--- src/rtl/div_pkg.sv ---
// Shared constants for the RV64M divide/remainder sequencer.
package div_pkg;

   localparam logic [1:0] S_IDLE = 2'd0;
   localparam logic [1:0] S_CALC = 2'd1;
   localparam logic [1:0] S_DONE = 2'd2;

   localparam logic [2:0] F_DIV  = 3'd4;
   localparam logic [2:0] F_DIVU = 3'd5;
   localparam logic [2:0] F_REM  = 3'd6;
   localparam logic [2:0] F_REMU = 3'd7;

   localparam int ITER_64 = 64;
   localparam int ITER_32 = 32;

endpackage

--- src/rtl/div_step.sv ---
// One restoring-division iteration: shift in the next dividend bit, trial subtract, restore on borrow.
module div_step #(
   parameter int W = 64
) (
   input  logic [W-1:0] rem,
   input  logic [W-1:0] quo,
   input  logic [W-1:0] divisor,
   output logic [W-1:0] rem_next,
   output logic [W-1:0] quo_next
);

   logic [W:0]   shifted;
   logic [W+1:0] diff;
   logic         fits;

   // Extra top bit of diff is the borrow; the shifted remainder can exceed W bits.
   assign shifted  = {rem, quo[W-1]};
   assign diff     = {1'b0, shifted} - {2'b00, divisor};
   assign fits     = ~diff[W+1];
   assign rem_next = fits ? diff[W-1:0] : shifted[W-1:0];
   assign quo_next = {quo[W-2:0], fits};

endmodule

--- src/rtl/div_unit.sv ---
// Iterative restoring divider for div/divu/rem/remu and W variants; stalls execute until done.
//   state  | meaning
//   S_IDLE | waiting for a divide op; special cases jump straight to S_DONE
//   S_CALC | one quotient bit per cycle, count runs down to zero
//   S_DONE | sign-fixed result on o_result, o_done pulses, op retires
module div_unit
   import div_pkg::*;
#(
   parameter int DATA_WIDTH = 64
) (
   input  logic                  i_clk,
   input  logic                  i_arst,
   input  logic                  i_start,
   input  logic [2:0]            i_func3,
   input  logic                  i_word,
   input  logic [DATA_WIDTH-1:0] i_dividend,
   input  logic [DATA_WIDTH-1:0] i_divisor,
   input  logic                  i_flush,
   output logic                  o_stall,
   output logic                  o_done,
   output logic [DATA_WIDTH-1:0] o_result
);

   localparam int CW = $clog2(DATA_WIDTH + 1);
   localparam logic [DATA_WIDTH-1:0] MOST_NEG = {1'b1, {(DATA_WIDTH-1){1'b0}}};

   logic [1:0]            state;
   logic [CW-1:0]         count;
   logic [DATA_WIDTH-1:0] rem_q, quo_q, dsr_q, result_q;
   logic                  is_rem_q, word_q, q_neg_q, r_neg_q, special_q;

   logic                  is_div_op, signed_op, is_rem, accept;
   logic                  a_neg, b_neg, div_zero, overflow;
   logic [DATA_WIDTH-1:0] op_a, op_b, abs_a, abs_b;
   logic [DATA_WIDTH-1:0] step_rem, step_quo;
   logic [DATA_WIDTH-1:0] fix_q, fix_r, fix_sel, fixed;

   assign is_div_op = i_func3 inside {F_DIV, F_DIVU, F_REM, F_REMU};
   assign signed_op = (i_func3 == F_DIV) | (i_func3 == F_REM);
   assign is_rem    = (i_func3 == F_REM) | (i_func3 == F_REMU);
   assign accept    = (state == S_IDLE) & i_start & is_div_op & ~i_flush;

   always_comb begin
      op_a = i_dividend;
      op_b = i_divisor;
      if (i_word) begin
         op_a = {{(DATA_WIDTH-32){signed_op & i_dividend[31]}}, i_dividend[31:0]};
         op_b = {{(DATA_WIDTH-32){signed_op & i_divisor[31]}}, i_divisor[31:0]};
      end
   end

   assign a_neg    = signed_op & op_a[DATA_WIDTH-1];
   assign b_neg    = signed_op & op_b[DATA_WIDTH-1];
   assign abs_a    = a_neg ? -op_a : op_a;
   assign abs_b    = b_neg ? -op_b : op_b;
   assign div_zero = (op_b == '0);
   assign overflow = signed_op & (op_b == '1) &
                     (i_word ? (op_a[31:0] == 32'h8000_0000) : (op_a == MOST_NEG));

   div_step #(.W(DATA_WIDTH)) u_step (
      .rem      (rem_q),
      .quo      (quo_q),
      .divisor  (dsr_q),
      .rem_next (step_rem),
      .quo_next (step_quo)
   );

   // Special-case results are stored already final, so the sign fix is bypassed for them.
   assign fix_q   = (q_neg_q & ~special_q) ? -quo_q : quo_q;
   assign fix_r   = (r_neg_q & ~special_q) ? -rem_q : rem_q;
   assign fix_sel = is_rem_q ? fix_r : fix_q;
   assign fixed   = word_q ? {{(DATA_WIDTH-32){fix_sel[31]}}, fix_sel[31:0]} : fix_sel;

   always_ff @(posedge i_clk or posedge i_arst) begin
      if (i_arst) begin
         state     <= S_IDLE;
         count     <= '0;
         rem_q     <= '0;
         quo_q     <= '0;
         dsr_q     <= '0;
         result_q  <= '0;
         is_rem_q  <= 1'b0;
         word_q    <= 1'b0;
         q_neg_q   <= 1'b0;
         r_neg_q   <= 1'b0;
         special_q <= 1'b0;
      end else if (i_flush) begin
         state <= S_IDLE;
         count <= '0;
      end else begin
         case (state)
            S_IDLE: begin
               if (accept) begin
                  is_rem_q  <= is_rem;
                  word_q    <= i_word;
                  q_neg_q   <= a_neg ^ b_neg;
                  r_neg_q   <= a_neg;
                  special_q <= div_zero | overflow;
                  dsr_q     <= abs_b;
                  if (div_zero) begin
                     quo_q <= '1;
                     rem_q <= op_a;
                     state <= S_DONE;
                  end else if (overflow) begin
                     quo_q <= op_a;
                     rem_q <= '0;
                     state <= S_DONE;
                  end else begin
                     // W operands sit in the top half so the first 32 shifts consume them.
                     quo_q <= i_word ? (abs_a << (DATA_WIDTH-32)) : abs_a;
                     rem_q <= '0;
                     count <= i_word ? CW'(ITER_32) : CW'(ITER_64);
                     state <= S_CALC;
                  end
               end
            end
            S_CALC: begin
               rem_q <= step_rem;
               quo_q <= step_quo;
               count <= count - CW'(1);
               if (count == CW'(1)) state <= S_DONE;
            end
            S_DONE: begin
               result_q <= fixed;
               state    <= S_IDLE;
            end
            default: state <= S_IDLE;
         endcase
      end
   end

   assign o_done   = (state == S_DONE) & ~i_flush;
   assign o_result = o_done ? fixed : result_q;
   assign o_stall  = ~i_arst & (accept | (state == S_CALC));

endmodule

--- config.mk ---
export PLATFORM = sky130hd
export DESIGN_NAME = div_unit
export DESIGN_NICKNAME = d
export VERILOG_FILES = /design/src/rtl/div_pkg.sv /design/src/rtl/div_step.sv /design/src/rtl/div_unit.sv
export SDC_FILE = /design/constraint.sdc
export NUM_CORES = 1
export LEC_CHECK = 0
export ABC_AREA = 1
export BUFFER_PORTS_ARGS = -buffer_cell sky130_fd_sc_hd__buf_2
export CORE_UTILIZATION = 45
export DETAILED_ROUTE_END_ITERATION = 7
export GPL_TIMING_DRIVEN = 0
export PLACE_DENSITY = 0.59
export SYNTH_ARGS = -nofsm -noshare
export SYNTH_HDL_FRONTEND = slang
export SYNTH_HIERARCHICAL = 1
export SYNTH_SLANG_ARGS = --single-unit
--- constraint.sdc ---
create_clock -name i_clk -period 11.6 [get_ports i_clk]
set_input_delay 1.74 -clock i_clk [delete_from_list [all_inputs] [get_ports i_clk]]
set_output_delay 1.74 -clock i_clk [all_outputs]
set_load 0.1 [all_outputs]
After elaboration in Yosys (flattened, before gate mapping):

Index checks and enable logic that the tools add are counted.

* register bits: 270
* latch bits: 0
* bits in writable memories: 0
* bits in read-only memories: 0
* input port bits: 136
* output and inout bits: 66
* memories: 0

* add/sub/neg operators: 6
* $mul: 0
* divide/modulo/power cells: 0
* order comparisons: 0
* equal/unequal tests: 15
* shift operators: 0
* mux-type cells: 31
* bitwise logic cells: 22
* reduce and logical (&&, ||, !) cells: 10

Operators by type and width (number)
* 64-bit 2-to-1 mux: 16
* 64-bit negation: 4
* 64-bit case mux with 2 select lines: 2
* 64-bit == test (second input constant): 2
* 65-bit by 64-bit subtractor with 66-bit output: 1
* 64-bit logical NOT: 1
* 7-bit 2-to-1 mux: 5
* 32-bit == test (second input constant): 1
* 7-bit case mux with 2 select lines: 1
* 1-bit AND: 13
* 3-bit == test (second input constant): 4
* 3-bit inequality test (second input constant): 4
* 2-bit 2-to-1 mux: 5
* 7-bit by 1-bit == test with 1-bit output (second input constant): 1
* 7-bit by 1-bit subtractor with 7-bit output (second input constant): 1
* 3-bit AND reduction: 2
* 1-bit inverter: 4
* 1-bit bitwise OR: 4
* 2-bit case mux with 2 select lines: 1
* 2-bit AND reduction: 2
* 4-bit AND reduction: 1
* 4-bit nonzero test: 1
* 3-bit nonzero test: 1
* 2-bit by 1-bit == test with 1-bit output (second input constant): 1
* other kinds (6): 6

Depth between registers and ports, before layout:

* depth after elaboration: 12
* depth in mapped cells: 21
* gate-level depth less buffers: 19

By module:

The synthesis kept the hierarchy.

By module, submodules not included
* div_unit: times used 1, cells an instance 3663, area each 22099.9 sq um, sequential area each 6756.5 sq um
* div_step: times used 1, cells an instance 1629, area each 7613.6 sq um, sequential area each 0.0 sq um

Worst setup path before layout:

No wires, ideal clock.

* kind: input-to-output
* from: input port i_flush
* to: output port o_result[10]
* data arrival time: 4.707 ns
* data required time: 9.860 ns
* slack: 5.153 ns
* cell stages on the path: 6
* path buffers: 2
* cells stage by stage: nor2_1 -> nand2_1 -> inv_1 -> clkbuf_1 -> clkbuf_1 -> a31oi_1

* cells in the longest elaborated chain, start to end: 3

Ends and longest elaborated chain
* start: declaration: line div_unit.sv:18 `input logic i_flush,`
* 1-bit inverter (no line)
* 1-bit AND: line div_unit.sv:132 `assign o_done = (state == S_DONE) & ~i_flush;`
* via o_done: line div_unit.sv:20 `output logic o_done,`
* 64-bit 2-to-1 mux: line div_unit.sv:133 `assign o_result = o_done ? fixed : result_q;`
* end: declaration: line div_unit.sv:21 `output logic [DATA_WIDTH-1:0] o_result`

The timed path passes the listed nets, and every way through them passes these cells.

Worst setup path after layout:

* from: input port i_func3[2]
* to: output port o_stall

* cells in the longest elaborated chain, start to end: 6
* elaborated cells between the ends (all ways): 9

Ends and longest elaborated chain
* start: declaration: line div_unit.sv:14 `input logic [2:0] i_func3,`
* 3-bit == test: line div_unit.sv:38 `assign is_div_op = i_func3 inside {F_DIV, F_DIVU, F_REM, F_REMU};`
* 4-bit nonzero test *: line div_unit.sv:38
* 1-bit AND * (2 in series): line div_unit.sv:41 `assign accept = (state == S_IDLE) & i_start & is_div_op & ~i_flush;`
* 1-bit bitwise OR *: line div_unit.sv:134 `assign o_stall = ~i_arst & (accept | (state == S_CALC));`
* 1-bit AND *: line div_unit.sv:134
* end: declaration: line div_unit.sv:19 `output logic o_stall,`

Mark *: on every way between the ends. The rest lies on a longest branch, timed or not.

==> results.sh <==
export IMPL_clk_latency_ns=0.57
export IMPL_p_sw_mw=4.779
export IMPL_initial_core_util=0.4584
export IMPL_post_cts_buffers=0
export IMPL_ys_types=54
export IMPL_fillerInstances=7187
export IMPL_dieHeight_um=259.0
export IMPL_clockRootBuffer="clkbuf_16"
export IMPL_setup_slack_ns=5.103
export IMPL_cellLeakagePower_nw=17.44
export IMPL_synth_area_um2=29710
export IMPL_nets=5738
export IMPL_power_frac_clock=0.142
export IMPL_status="complete, no violations"
export IMPL_hold_violations=0
export IMPL_rsz0062_at_grt="no"
export IMPL_cp_max_fo=10
export IMPL_hpwl_mm=124.3
export IMPL_drive_gt1_frac=0.08351
export IMPL_netlist_top_cells_count="nand2_1, nor2_1, inv_1"
export IMPL_grt_pass1_wl_mm=212.8
export IMPL_synth_top_area_frac=0.2289
export IMPL_synth_warnings=6
export IMPL_antenna_left=0
export IMPL_fmax_mhz=153.9
export IMPL_maxSlewViolCount=0
export IMPL_hold_class="flop to flop"
export IMPL_clockBufferDepth=3
export IMPL_worst_slew_pin_slew_ns=1.159
export IMPL_synth_seq_cells=270
export IMPL_dp_slack_ns=5.173
export IMPL_wl_per_cell_um=22.99
export IMPL_fin_crit_sh=0.5601
export IMPL_syn_to_final_growth_pct=11.19
export IMPL_post_cts_resized=0
export IMPL_crit_path_end_kind="output port"
export IMPL_internal_power_mw=3.305
export IMPL_synth_edf_count=0
export IMPL_grt_ovfl_total=0
export IMPL_dp_cells=6348
export IMPL_cts_hold_buf=0
export IMPL_port_buffers=199
export IMPL_vias=36632
export IMPL_drtIter0Drc=4828
export IMPL_synth_flop_cell="dfrtp_1"
export IMPL_tritoncts="done"
export IMPL_drc=0
export IMPL_peakVddDrop_v=0.0002161
export IMPL_clock_skew_ns=0.02654
export IMPL_fin_crit_ns=6.497
export IMPL_fin_cells=6412
export IMPL_grt_max_degree=127
export IMPL_gp_congestion=1.096
export IMPL_worstPathArrival_ns=4.76
export IMPL_synth_nets=5500
export IMPL_switching_share=0.5912
export IMPL_synth_most_common_cell="nand2_1"
export IMPL_synth_area_leader_cell="nand2_1"
export IMPL_clock_sinks=270
export IMPL_yosysSeqAreaShare=0.2274
export IMPL_ys_async_sr_fraction=1.000
export IMPL_path_class="input pin to output port"
export IMPL_finalSetupViolations=0
export IMPL_grt_use_total=0.4322
export IMPL_cp_start_kind="input pin"
export IMPL_antenna_found_initial=3
export IMPL_synth_area_top_cells="nand2_1, dfrtp_1, nor2_1"
export IMPL_fin_util=0.5098
export IMPL_path_clk_slew_ns=0.06
export IMPL_boundaryPins=202
export IMPL_power_density_nw_per_um2=244.7
export IMPL_cts_inserted_buffers=35
export IMPL_std_cell_rows=93
export IMPL_cap_violations=0
export IMPL_h_tree_depth=2
export IMPL_core_area_um2=64810
export IMPL_synth_avg_cell_area_um2=5.615
export IMPL_die_area_um2=67060
export IMPL_p_comb_frac=0.644
export IMPL_p_seq_frac=0.214
export IMPL_drt_pass1_iterations=7
export IMPL_synth_cells=5292
export IMPL_routed_via_density=5.713
export IMPL_wl_mm=147.4
export IMPL_grt_pass1_vias=33434
export IMPL_dieWidth_um=259.0
export IMPL_cp_data_required_time_ns=9.86
export IMPL_maxSlewHeadroom=0.2274
-- worst paths after layout --
path / slack, ns / from / end / depth (start not counted)
worst max register to register: 7.92 / quo_q[0] / result_q[30] / 13
min in group asynchronous: 1.18 / i_arst / dsr_q[30] / 2
worst min-delay path: 0.48 / dsr_q[54] / dsr_q[54] / 2
worst max-delay path: 5.10 / i_func3[2] / o_stall / 8
worst min register to register: 0.48 / dsr_q[54] / dsr_q[54] / 2
max in group asynchronous: 9.43 / i_arst / rem_q[10] / 3
-- worst max-delay path, stage by stage --
cell      delay [ns]
buf_2           0.17
nand3_1         0.11
nor2_1          0.86
clkinv_1        0.56
clkbuf_1        0.33
clkbuf_1        0.32
a21oi_1         0.20
buf_2           0.45
-- cell type report --
| type | instances | area (um^2) | share of cell area |
|---|---|---|---|
| diodes | 1 | 2.502 | 0.00007574 |
| plain buffers | 248 | 1375 | 0.04162 |
| clock buffers | 48 | 1006 | 0.03045 |
| clock inverters | 15 | 188.9 | 0.005718 |
| inverters | 690 | 2597 | 0.07862 |
| multi-input cells | 4084 | 18990 | 0.5748 |
| flip-flops and latches | 270 | 6756 | 0.2045 |
| well taps | 855 | 1070 | 0.03238 |
| repair buffers | 201 | 1051 | 0.03181 |
-- layer usage --
| layer | vias up | track usage | routed length [um] |
|---|---|---|---|
| met1 | 16933 | 0.6130 | 63370 |
| met2 | 2123 | 0.6014 | 57520 |
| met4 | 2 | 0.2025 | 7724 |
| met3 | 345 | 0.1167 | 18790 |
| li1 | 17229 | - | - |
| met5 | - | 0 | 12 |
-- power by group through the flow --
| stage | combinational, mW | clock (mW) | sequential, mW |
|---|---|---|---|
| after global placement | 5.02 | 0 | 1.71 |
| after global routing | 5.59 | 1.19 | 1.74 |
| final | 5.20 | 1.15 | 1.73 |
| after floorplan | 3.67 | 0 | 1.46 |
| after CTS | 5.06 | 1.15 | 1.70 |
| after detailed placement | 5.04 | 0 | 1.71 |
-- state kept, by name (all words and copies together) (netlist names) --
register	count
count	7
dsr_q	64
is_rem_q	1
q_neg_q	1
quo_q	64
r_neg_q	1
rem_q	64
result_q	64
special_q	1
state	2
word_q	1
-- through the flow --
| stage | power, mW | hold WS [ns] | setup TNS, ns | cell area [um^2] |
|---|---|---|---|---|
| finish | 8.084 | 0.4827 | 0 | 33040 |
| global route | 8.519 | 0.4930 | 0 | 33040 |
| CTS | 7.909 | 0.4813 | 0 | 33040 |
| detailed placement | 6.754 | 0.4629 | 0 | 31840 |
| global placement | 6.732 | 0.4654 | -321.43 | 31780 |
| floorplan | 5.133 | 0.4489 | 0 | 29710 |
-- layout by cell type (no fill, tap or decap), drive strengths merged, types with 5 or more instances in the layout --
cell	instances
nor4	6
o211ai	6
clkinv	5
nand4	91
ha	71
a22oi	62
o31ai	5
a31oi	30
o22ai	27
nor3	43
buf	340
o21ai	271
nand3	479
clkinvlp	5
nand2	1836
xor2	100
clkbuf	157
xnor2	21
nand3b	26
nor2	729
and2	8
dfrtp	270
or2	8
inv	692
a21oi	247
-- cells by family (layout without fill, tap and decap cells) --
logic type               count (synthesis)  count (layout)  synth area share
AO/OA/AOI/OAI                          657             657            0.1204
XOR/XNOR                               121             121           0.03567
adder cells (fa/ha/maj)                 72              72           0.03057
buffers and inverters                  938            1202            0.1334
flip-flops                             270             270            0.2274
other                                    0               1                 0
AND/OR/NAND/NOR                       3234            3234            0.4525
No activity file was read; power rests on OpenSTA's default activity.
